$ cat config.mk
export PLATFORM = sky130hd
export DESIGN_NAME = mips_register_file
export DESIGN_NICKNAME = d
export VERILOG_FILES = /design/src/rtl/mips_register_file_pkg.sv /design/src/rtl/register_file_if.sv /design/src/rtl/mips_register_file_rf.sv /design/src/rtl/mips_register_file.sv
export SDC_FILE = /design/constraint.sdc
export NUM_CORES = 2
export LEC_CHECK = 0
export BUFFER_PORTS_ARGS = -buffer_cell sky130_fd_sc_hd__buf_2
export CAP_MARGIN = 20
export CORE_MARGIN = 2
export CORE_UTILIZATION = 34
export CTS_CLUSTER_SIZE = 24
export DETAILED_ROUTE_END_ITERATION = 7
export HOLD_SLACK_MARGIN = 0.1
export SYNTH_ARGS = -nofsm -noshare
export SYNTH_HDL_FRONTEND = slang
export SYNTH_SLANG_ARGS = --single-unit
$ cat constraint.sdc
create_clock -name CLK -period 4.1 [get_ports CLK]
set_input_delay 1.23 -clock CLK [delete_from_list [all_inputs] [get_ports CLK]]
set_output_delay 1.23 -clock CLK [all_outputs]
set_load 0.05 [all_outputs]
$ cat src/rtl/mips_register_file_pkg.sv
// Shared CPU datapath types: word and register-select widths used by the register file.
package cpu_types_pkg;
  localparam int WORD_W = 32;
  localparam int REG_W  = 5;
  localparam int NREGS  = 1 << REG_W;

  typedef logic [WORD_W-1:0] word_t;
  typedef logic [REG_W-1:0]  regbits_t;
endpackage

$ cat src/rtl/register_file_if.sv
// Register file interface: one write port and two combinational read ports.
interface register_file_if;
  import cpu_types_pkg::*;

  logic     WEN;
  regbits_t wsel;
  word_t    wdat;
  regbits_t rsel1;
  regbits_t rsel2;
  word_t    rdat1;
  word_t    rdat2;

  modport rf (
    input  WEN, wsel, wdat, rsel1, rsel2,
    output rdat1, rdat2
  );

  modport tb (
    output WEN, wsel, wdat, rsel1, rsel2,
    input  rdat1, rdat2
  );
endinterface

$ cat src/rtl/mips_register_file_rf.sv
// 32 x 32 register array with async active-low clear; register 0 is never written.
module register_file
  import cpu_types_pkg::*;
(
  input  logic        CLK,
  input  logic        nRST,
  register_file_if.rf rfif
);

  word_t regs_q [NREGS];
  word_t regs_d [NREGS];

  // Writes to register 0 are dropped so it keeps its reset value of zero.
  always_comb begin
    regs_d = regs_q;
    if (rfif.WEN && (rfif.wsel != '0)) begin
      regs_d[rfif.wsel] = rfif.wdat;
    end
  end

  always_ff @(posedge CLK or negedge nRST) begin
    if (!nRST) begin
      regs_q <= '{default: '0};
    end else begin
      regs_q <= regs_d;
    end
  end

  assign rfif.rdat1 = regs_q[rfif.rsel1];
  assign rfif.rdat2 = regs_q[rfif.rsel2];

endmodule

$ cat src/rtl/mips_register_file.sv
// MIPS register file top: flat ports bridged onto register_file_if for the core array.
module mips_register_file
  import cpu_types_pkg::*;
(
  input  logic     CLK,
  input  logic     nRST,
  input  logic     WEN,
  input  regbits_t wsel,
  input  word_t    wdat,
  input  regbits_t rsel1,
  input  regbits_t rsel2,
  output word_t    rdat1,
  output word_t    rdat2
);

  register_file_if rfif ();

  assign rfif.WEN   = WEN;
  assign rfif.wsel  = wsel;
  assign rfif.wdat  = wdat;
  assign rfif.rsel1 = rsel1;
  assign rfif.rsel2 = rsel2;
  assign rdat1      = rfif.rdat1;
  assign rdat2      = rfif.rdat2;

  register_file u_rf (
    .CLK  (CLK),
    .nRST (nRST),
    .rfif (rfif)
  );

endmodule

==> results.toml <==
[logic_synthesis]
yosys.area.top_type = "dfrtp_1"
ys_types = 26
synth.top_cell.area_share = 0.461
syn_inst = 4601
ys_seq_elements = 1024
synth_area_leaders = "dfrtp_1 46%, mux2_2 20%, mux2i_1 18%"
synth_nets = 4651
yosysSeqAreaShare = 0.461
syn_area_um2 = 55500
yosys_warnings = 0
syn_avg_cell_area_um2 = 12.1

[cells_and_area]
regMostFlops = "u_rf.regs_q"
fillCellCount = 15068
area_growth_syn_to_layout_pct = 24.2
largest_reg_flops = 1024
top_regs = "u_rf.regs_q x1024"
drive_above_1_share = 0.405
stdcell_count = 7168
fin_area_um2 = 69000
nets = 4951

[grt]
antenna_found_initial = 14
grt.busiest_layer = "met2"
gr-total-overflow = 0
use_met2 = 0.355
grt_use_total = 0.213
grt_first_pass_wirelength_mm = 271
use_met3 = 0.0255
grt_pass1_vias = 41230
use_met1 = 0.283
grt_max_degree = 67

[place]
place_ws_ns = -0.272
dpl-instance-area_um2 = 61700
dp_hpwl_mm = 111
port_buffers = 113
dp.cells = 6838
place_congestion = 0.824

[power_and_ir_drop]
vdd_drop_max_v = 0.000336
leakagePower_nw = 32.2
powerDensity_nw_per_um2 = 445

[clock_network]
clk_path_buf_depth = 3
numCtsBuffers = 109
clk_pin_slew_worst_paths_ns = 0.06
insertion_delay_ns = 0.72
htreeDepth = 3
postCtsHoldBufs = 0
cts_tree = "built"
clkSinkCount = 1024
root_buffer = "clkbuf_16"

[worst_setup_path]
ff2ff_path_depth = 1
critPathKind = "in -> out"
rrSetupSlack_ns = 3.29
cp-startpoint = "rsel2[1]"
cp.arrival_ns = 2.95
path_cells = "buf_16 > buf_12 > buf_16 > buf_12 > buf_8 > mux2i_1 > a22o_1 > nor3_2 > a31oi_1 > nand3_2 > buf_6"
end_kind = "output pin"
reg2reg_from = "u_rf.regs_q[857]"
crit_fanout = 8
cp-start-kind = "input port"
rr_endpoint = "u_rf.regs_q[857]"
critical_path.slowest_cell = "a31oi_1"
max_stage_delay_ns = 0.22
cp.required_ns = 2.87

[outcome]
outcome = "complete, but fails checks"
violations = "setup timing"

[routing]
routed_via_density = 5.60
drc = 0
firstDrtPassIters = 6
wl_per_cell_um = 25.7
initialDrtViolationCount = 2908
wirelength_mm = 185
ant_nets = 0
vias = 40173

[die]
io_pins = 114
die_y_um = 408
die-width_um = 408
rows = 148
die_area_um2 = 167000
core-area_um2 = 162000
start_util = 0.342

[timing]
max_slew_margin = 0.361
setup_slack_ns = -0.0798
slew_viol_final = 0
tightest_slew_ns = 0.959
rsz0062_at_grt = "yes"
max_freq_ghz = 0.239
hold_violations = 0
finalSetupTns_ns = -0.411
final.setup_skew_ns = 0
period_minus_slack_ns = 4.18
period_share = 1.02
setup_violations = 12

[min_path]
whs_path_depth = 0
hold_class = "reg -> reg"
hold_path_end = "u_rf.regs_q[1008]"
holdCritStartpoint = "u_rf.regs_q[1008]"

[flow_run]
drv_cap = 0
==> per-layer routing <==
layer | wire (um) | vias up | share of wire
met2 | 88800 | 1081 | 0.48
met1 | 80700 | 21153 | 0.44
met3 | 8570 | 334 | 0.046
li1 | - | 17585 | -
met4 | 6360 | 20 | 0.034
met5 | 135 | - | 0.00073
==> worst max-delay path, delay by kind of cell <==
family	cells	cell delay (ns)
buffers and inverters	6	0.88
AO/OA/AOI/OAI	2	0.39
AND/OR/NAND/NOR	2	0.21
multiplexers	1	0.21
==> synthesized netlist by cell type (all sizes together) <==
master	instances
a21oi	192
a22o	128
a22oi	192
a31oi	64
and2	2
and3	1
and3b	1
buf	252
clkbuf	221
dfrtp	1024
mux2	992
mux2i	1024
nand2	210
nand2b	4
nand3	194
nand3b	4
nor2	19
nor2b	4
nor3	65
nor3b	4
or2	3
or3b	1
==> power by group <==
group / internal [mW] / switching [mW] / leakage (nW)
combinational: 3.65 / 3.28 / 17.3
clock: 5.94 / 4.31 / 1.80
sequential: 12.0 / 1.48 / 13.1
==> worst max-delay path by stage <==
stage | to | slack [ns] | cells past startpoint
4_1_cts | rdat2[29] | -0.07 | 11
3_3_place_gp | rdat2[0] | -0.23 | 8
2_1_floorplan | rdat1[10] | 0.13 | 7
6_report | rdat2[2] | -0.08 | 11
3_5_place_dp | rdat2[28] | -0.27 | 9
5_1_grt | rdat2[2] | -0.11 | 11
==> metrics by stage <==
step / util / hold slack, ns / power [mW]
after floorplan: - / 0.449 / 17.7
after global placement: 0.380 / 0.384 / 19.7
after detailed placement: 0.380 / 0.388 / 19.9
after CTS: 0.415 / 0.402 / 30.6
after global routing: 0.425 / 0.407 / 32.0
final: 0.425 / 0.401 / 30.7
==> kinds of logic (layout without fill, tap and decap cells) <==
kind of cell / count (synthesis) / count (layout) / share of synthesized area
multiplexers: 2016 / 2016 / 0.386
flip-flops: 1024 / 1024 / 0.461
AO/OA/AOI/OAI: 576 / 576 / 0.0706
AND/OR/NAND/NOR: 512 / 512 / 0.0422
buffers and inverters: 473 / 862 / 0.0401
other: 0 / 3 / 0
==> final cells by class <==
type                       count  area (um^2)  area share
clock inverter                31          437     0.00633
tap                         2175         2720      0.0395
sequential                  1024        25600       0.372
antenna                        3         7.51    0.000109
multi-input combinational   3104        29000       0.421
clock buffer                 169         3240      0.0470
timing repair buffer         662         7900       0.115
==> timing repair <==
item / CTS / global route
gates cloned: 15 / 15
gates resized for setup: 260 / 172
hold endpoints to repair: 0 / 0
pin swaps: 59 / 95
buffers inserted: 50 / 56
endpoints found under the setup margin: 63 / 61
==> placed cells by master, fill, tap and decap left out, types with 6 or more instances in the layout <==
master	instances
nand3_1	143
clkbuf_8	27
mux2_2	974
buf_6	63
nand2_1	193
nand2_2	17
buf_8	24
buf_16	29
clkbuf_1	32
nor3_2	39
buf_2	42
mux2_1	18
nor2_4	18
dfrtp_1	1024
a31oi_1	17
a22oi_1	187
mux2i_1	1004
clkbuf_16	125
a22o_1	128
nand3_2	44
a31oi_4	19
buf_12	132
nor3_4	6
mux2i_2	19
bufinv_16	8
nor3_1	20
a31oi_2	28
nand3_4	7
clkinv_2	13
buf_4	351
a21oi_1	192
No activity file was read; power rests on OpenSTA's default activity.
